<file path="src/rtl/alu_arbiter.sv">
// Two-requester round-robin arbiter around a single registered-output ALU.
// One operation in flight; result, zero, overflow and illegal flags are
// captured into a held response register until the owner consumes it.

module ALU #(
  parameter int WIDTH = 32
) (
  input  logic             clk,
  input  logic [3:0]       ctrl,
  input  logic [WIDTH-1:0] a,
  input  logic [WIDTH-1:0] b,
  output logic [WIDTH-1:0] out,
  output logic             zero,
  output logic             overflow,
  output logic             illegal
);

  typedef enum logic [3:0] {
    OP_AND = 4'b0000,
    OP_OR  = 4'b0001,
    OP_ADD = 4'b0010,
    OP_SUB = 4'b0110,
    OP_SLT = 4'b0111,
    OP_NOR = 4'b1100
  } alu_op_e;

  logic [WIDTH:0]   sum;
  logic [WIDTH:0]   diff;
  logic [WIDTH-1:0] result;

  // Combinational datapath; overflow is the carry/borrow out for ADD/SUB.
  always_comb begin
    sum      = {1'b0, a} + {1'b0, b};
    diff     = {1'b0, a} - {1'b0, b};
    result   = '0;
    overflow = 1'b0;
    illegal  = 1'b0;
    case (ctrl)
      OP_AND: result = a & b;
      OP_OR:  result = a | b;
      OP_ADD: begin
        result   = sum[WIDTH-1:0];
        overflow = sum[WIDTH];
      end
      OP_SUB: begin
        result   = diff[WIDTH-1:0];
        overflow = diff[WIDTH];
      end
      OP_SLT: result = {{(WIDTH-1){1'b0}}, ($signed(a) < $signed(b))};
      OP_NOR: result = ~(a | b);
      default: illegal = 1'b1;
    endcase
  end

  // Registered result: valid one cycle after the operands are presented.
  always_ff @(posedge clk) begin
    out <= result;
  end

  assign zero = (out == '0);

endmodule

module alu_arbiter #(
  parameter int WIDTH = 32
) (
  input  logic               clk,
  input  logic               rst_n,
  input  logic [1:0]         req_valid,
  output logic [1:0]         req_ready,
  input  logic [2*WIDTH-1:0] req_a,
  input  logic [2*WIDTH-1:0] req_b,
  input  logic [7:0]         req_ctrl,
  output logic [1:0]         rsp_valid,
  input  logic [1:0]         rsp_ready,
  output logic [WIDTH-1:0]   rsp_out,
  output logic               rsp_zero,
  output logic               rsp_overflow,
  output logic               rsp_illegal,
  output logic               busy
);

  typedef enum logic [1:0] {
    IDLE,
    ISSUE,
    CAPTURE,
    RESP
  } state_e;

  state_e           state;
  logic [WIDTH-1:0] a_q;
  logic [WIDTH-1:0] b_q;
  logic [3:0]       ctrl_q;
  logic             owner;
  logic             last_grant;
  logic [1:0]       grant;

  logic [WIDTH-1:0] alu_out;
  logic             alu_zero;
  logic             alu_overflow;
  logic             alu_illegal;

  ALU #(.WIDTH(WIDTH)) u_alu (
    .clk      (clk),
    .ctrl     (ctrl_q),
    .a        (a_q),
    .b        (b_q),
    .out      (alu_out),
    .zero     (alu_zero),
    .overflow (alu_overflow),
    .illegal  (alu_illegal)
  );

  // Round-robin pick: a lone requester wins, a tie goes to the one not served last.
  always_comb begin
    grant = '0;
    case (req_valid)
      2'b01:   grant = 2'b01;
      2'b10:   grant = 2'b10;
      2'b11:   grant = last_grant ? 2'b01 : 2'b10;
      default: grant = '0;
    endcase
  end

  // Ready is masked during reset so nothing looks accepted on a reset edge.
  assign req_ready = (state == IDLE && rst_n) ? grant : '0;
  assign rsp_valid = (state == RESP) ? (owner ? 2'b10 : 2'b01) : '0;
  assign busy      = (state != IDLE);

  // Request/issue/capture/response sequencer with held response fields.
  always_ff @(posedge clk) begin
    if (!rst_n) begin
      state        <= IDLE;
      a_q          <= '0;
      b_q          <= '0;
      ctrl_q       <= '0;
      owner        <= 1'b0;
      last_grant   <= 1'b1;
      rsp_out      <= '0;
      rsp_zero     <= 1'b0;
      rsp_overflow <= 1'b0;
      rsp_illegal  <= 1'b0;
    end else begin
      case (state)
        IDLE: begin
          if (|(req_valid & req_ready)) begin
            owner      <= req_ready[1];
            last_grant <= req_ready[1];
            a_q        <= req_ready[1] ? req_a[WIDTH +: WIDTH] : req_a[0 +: WIDTH];
            b_q        <= req_ready[1] ? req_b[WIDTH +: WIDTH] : req_b[0 +: WIDTH];
            ctrl_q     <= req_ready[1] ? req_ctrl[7:4] : req_ctrl[3:0];
            state      <= ISSUE;
          end
        end
        ISSUE: begin
          rsp_overflow <= alu_overflow;
          rsp_illegal  <= alu_illegal;
          state        <= CAPTURE;
        end
        CAPTURE: begin
          rsp_out  <= alu_out;
          rsp_zero <= alu_zero;
          state    <= RESP;
        end
        RESP: begin
          if (rsp_ready[owner]) state <= IDLE;
        end
        default: state <= IDLE;
      endcase
    end
  end

endmodule

</file>
<file path="config.mk">
export PLATFORM = sky130hd
export DESIGN_NAME = alu_arbiter
export DESIGN_NICKNAME = d
export VERILOG_FILES = /design/src/rtl/alu_arbiter.sv
export SDC_FILE = /design/constraint.sdc
export NUM_CORES = 1
export LEC_CHECK = 0
export ABC_CLOCK_PERIOD_IN_PS = 2900
export CAP_MARGIN = 20
export CORE_MARGIN = 3
export CORE_UTILIZATION = 25
export CTS_CLUSTER_SIZE = 12
export DETAILED_ROUTE_END_ITERATION = 7
export PLACE_DENSITY = 0.57
export SLEW_MARGIN = 20
export SYNTH_ARGS = -nofsm -noshare
export SYNTH_HDL_FRONTEND = slang
export SYNTH_SLANG_ARGS = --single-unit
export TNS_END_PERCENT = 20
</file>
<file path="constraint.sdc">
create_clock -name clk -period 2.9 [get_ports clk]
set_input_delay 0.58 -clock clk [delete_from_list [all_inputs] [get_ports clk]]
set_output_delay 0.58 -clock clk [all_outputs]
set_load 0.02 [all_outputs]
</file>
==> results by group <==
Outcome
  – Outcome: completed

Clock tree
  – Worst-skew pair later-pin latency: 0.44 ns
  – CTS buffer count: 17
  – Reg clk slew, reported paths: 0.07 ns
  – Clock buffer depth: 2
  – # clock sinks: 139
  – H-tree levels: 4
  – Clk root buf: clkbuf_16
  – Cts hold-fix bufs: 0
  – CTS tree: built

Critical path
  – Crit Path Max Fanout: 4
  – Kind of critical path: flop to flop
  – R2r startpoint: a_q[0]
  – Setup crit end kind: flop
  – Arrival time of the worst setup path: 3.23 ns
  – R2r setup slk: 0.03 ns
  – Critical Path Source Type: flop
  – RR Endpoint: u_alu.out[31]
  – Worst Path Required: 3.26 ns
  – R2R depth: 12

STA
  – Final WS setup: 0.0318 ns
  – Crit share post-route: 0.989
  – Final count of pins violating max slew: 0
  – TNS Setup: 0 ns
  – Max Clk Rate: 349 MHz
  – Rel. slew slack: 0.553
  – Post-layout minimum cycle time: 2.87 ns
  – Final Hold Vio Count: 0
  – Final setup viols: 0
  – Post-route clock skew: 0.0191 ns
  – Worst Tran Pin Value: 0.670 ns
  – RSZ-0062 raised after global routing: true

Placed design
  – Placed instance area: 13600 sq um
  – GP Congestion: 0.900
  – DP Worst Slack: -0.232 ns
  – Dpl hpwl: 27100 um
  – IO buf count: 181
  – Cells after DPL: 2040

Synthesis
  – Most numerous cell in the Yosys netlist: dfxtp_1
  – Avg Inst Size Synth: 8.19 sq um
  – Area leader, netlist: dfxtp_1
  – Commonest cells post-synth: 139 x dfxtp_1, 121 x o21ai_0, 108 x mux2i_1
  – Synth top area share: 0.274
  – Yosys cell types: 76
  – Synth Instances: 1238
  – Asr flop ratio synth: 0
  – Synth warn: 0
  – Synth top area cells: dfxtp_1 27%, ha_1 13%, mux2i_1 11%
  – Synthesized area: 10100 sq um
  – Main synth FF type: dfxtp_1
  – Sequential share of the synthesized area: 0.274
  – Seq cells post-synth: 139
  – Number of synthesized flops with an enable pin: 0
  – Syn_nets: 1487

Power
  – Clock share of power: 0.158
  – Internal: 8.17 mW
  – Combinational share of power: 0.638
  – Seq pwr share: 0.203
  – Leak Pwr: 5.67 nW
  – Sw frac: 0.442
  – Switch Pwr: 6.47 mW
  – Pwr per Cell Area: 990 nW/um^2
  – Peak VDD IR: 0.443 mV

Hold path
  – WHS Endpoint: rsp_zero
  – Hold Startpoint: rsp_zero
  – Worst hold stages: 2
  – HP Class: flop to flop

Job
  – Max Cap Violations: 0

Detailed routing
  – DRT iter0 DRCs: 762
  – TritonRoute pass-1 iters: 5
  – DRC: 0
  – Via Count: 10200
  – Via-to-Cell Ratio: 4.85
  – DRT Wirelength: 35100 um
  – Routed wire per std cell: 16.8 um
  – Antenna Nets Post-Route: 0

Floorplan
  – Die height: 207 um
  – Ports: 182
  – Die footprint: 43000 sq um
  – Core area: 39900 sq um
  – Core Rows: 73
  – Die width: 207 um
  – Initial Util: 0.254

Cells and area
  – Post-layout util: 0.371
  – Area grow syn2layout: 45.8%
  – Share of layout cells above drive strength 1: 0.206
  – Final instance area: 14800 sq um
  – Fillers: 4115
  – Final net count: 1803
  – Final cell count without fillers: 2093

GRT
  – Global-route wire length before repair: 54900 um
  – GRT Overall Usage: 0.158
  – GRT Residual Overflow: 0
  – Antenna violations before repair: 1
  – Number of global-route vias before repair: 9807
  – Largest net degree at the start of global routing: 139
-- layout by cell type (no fill, tap or decap), types with 11 or more instances in the layout --
cell type and instances:
o21bai_1 12, dfxtp_1 128, nand3_1 77, buf_4 192
inv_1 89, o211ai_1 13, ha_1 88, nor2b_1 47
clkdlybuf4s50_1 180, o21ai_0 115, nand4_1 11, clkbuf_16 17
a21oi_1 63, o21ai_1 15, a221oi_1 28, nor2_1 87
mux2i_1 107, xnor2_1 25, nand2_1 35
-- logic make-up after synthesis --
logic type,Yosys count,synth area share
buffers and inverters,180,0.0729
flip-flops,139,0.274
adder cells (fa/ha/maj),107,0.133
AND/OR/NAND/NOR,323,0.160
XOR/XNOR,28,0.0242
AO/OA/AOI/OAI,351,0.226
multiplexers,110,0.109
-- how the worst max path moves through the flow --
stage | endpoint | start | depth (start not counted)
after global placement | u_alu.out[20] | a_q[0] | 13
after floorplan | u_alu.out[20] | a_q[0] | 12
final | u_alu.out[31] | a_q[0] | 12
after CTS | u_alu.out[20] | a_q[0] | 13
after global routing | u_alu.out[28] | a_q[0] | 13
after detailed placement | u_alu.out[20] | a_q[0] | 13
-- per-layer routing --
metal | vias up | share of wire | global-route usage
li1 | 5064 | - | -
met4 | 0 | 0.013 | 0.0426
met2 | 288 | 0.44 | 0.245
met3 | 25 | 0.046 | 0.0210
met1 | 4777 | 0.50 | 0.230
met5 | - | 0 | 0
-- state kept, by name, summed over array words and instances, names as in the netlist --
name and cells:
a_q 32, b_q 32, ctrl_q 4, last_grant 1, owner 1, rsp_illegal 1, rsp_out 32, rsp_overflow 1
rsp_zero 1, state 2, u_alu.out 32
-- per-stage QoR --
step,total power [mW],hold slack (ns)
final,14.6,0.493
after global routing,15.7,0.518
after CTS,14.0,0.493
after detailed placement,11.4,0.484
after global placement,11.3,0.467
after floorplan,7.87,0.468
-- power by group through the flow --
stage / Combinational [mW] / Sequential, mW / Clock (mW)
final: 9.35 / 2.98 / 2.32
after global routing: 10.2 / 3.05 / 2.45
after CTS: 8.64 / 2.96 / 2.38
after detailed placement: 8.37 / 3.00 / 0
after global placement: 8.37 / 2.98 / 0
after floorplan: 4.92 / 2.95 / 0
-- cell type report --
cell class	count	area [sq um]	area share
Clock inverter	15	175	0.0118
Antenna cell	1	2.50	0.000169
Tap cell	525	657	0.0444
Timing Repair Buffer	378	3330	0.225
Inverter	99	372	0.0251
Sequential cell	139	2800	0.189
Clock buffer	17	425	0.0288
Multi-Input combinational cell	919	7030	0.475
-- worst max-delay path, stage by stage (launching register included) --
cell and delay, ns:
dfxtp_2 0.34, buf_6 0.12, ha_4 0.16, buf_4 0.13
a211oi_1 0.27, o21ai_1 0.20, o21ai_1 0.27, a41o_1 0.36
o21ai_1 0.11, buf_4 0.16, o211a_1 0.25, mux2_2 0.28
o211ai_2 0.14
-- repair_timing --
item	in CTS	in global routing
endpoints found under the setup margin	14	23
setup buffers	6	14
gates cloned	0	0
gates resized for setup	25	75
pin swaps	19	40
Note: power is estimated with default switching activity, not from simulation.
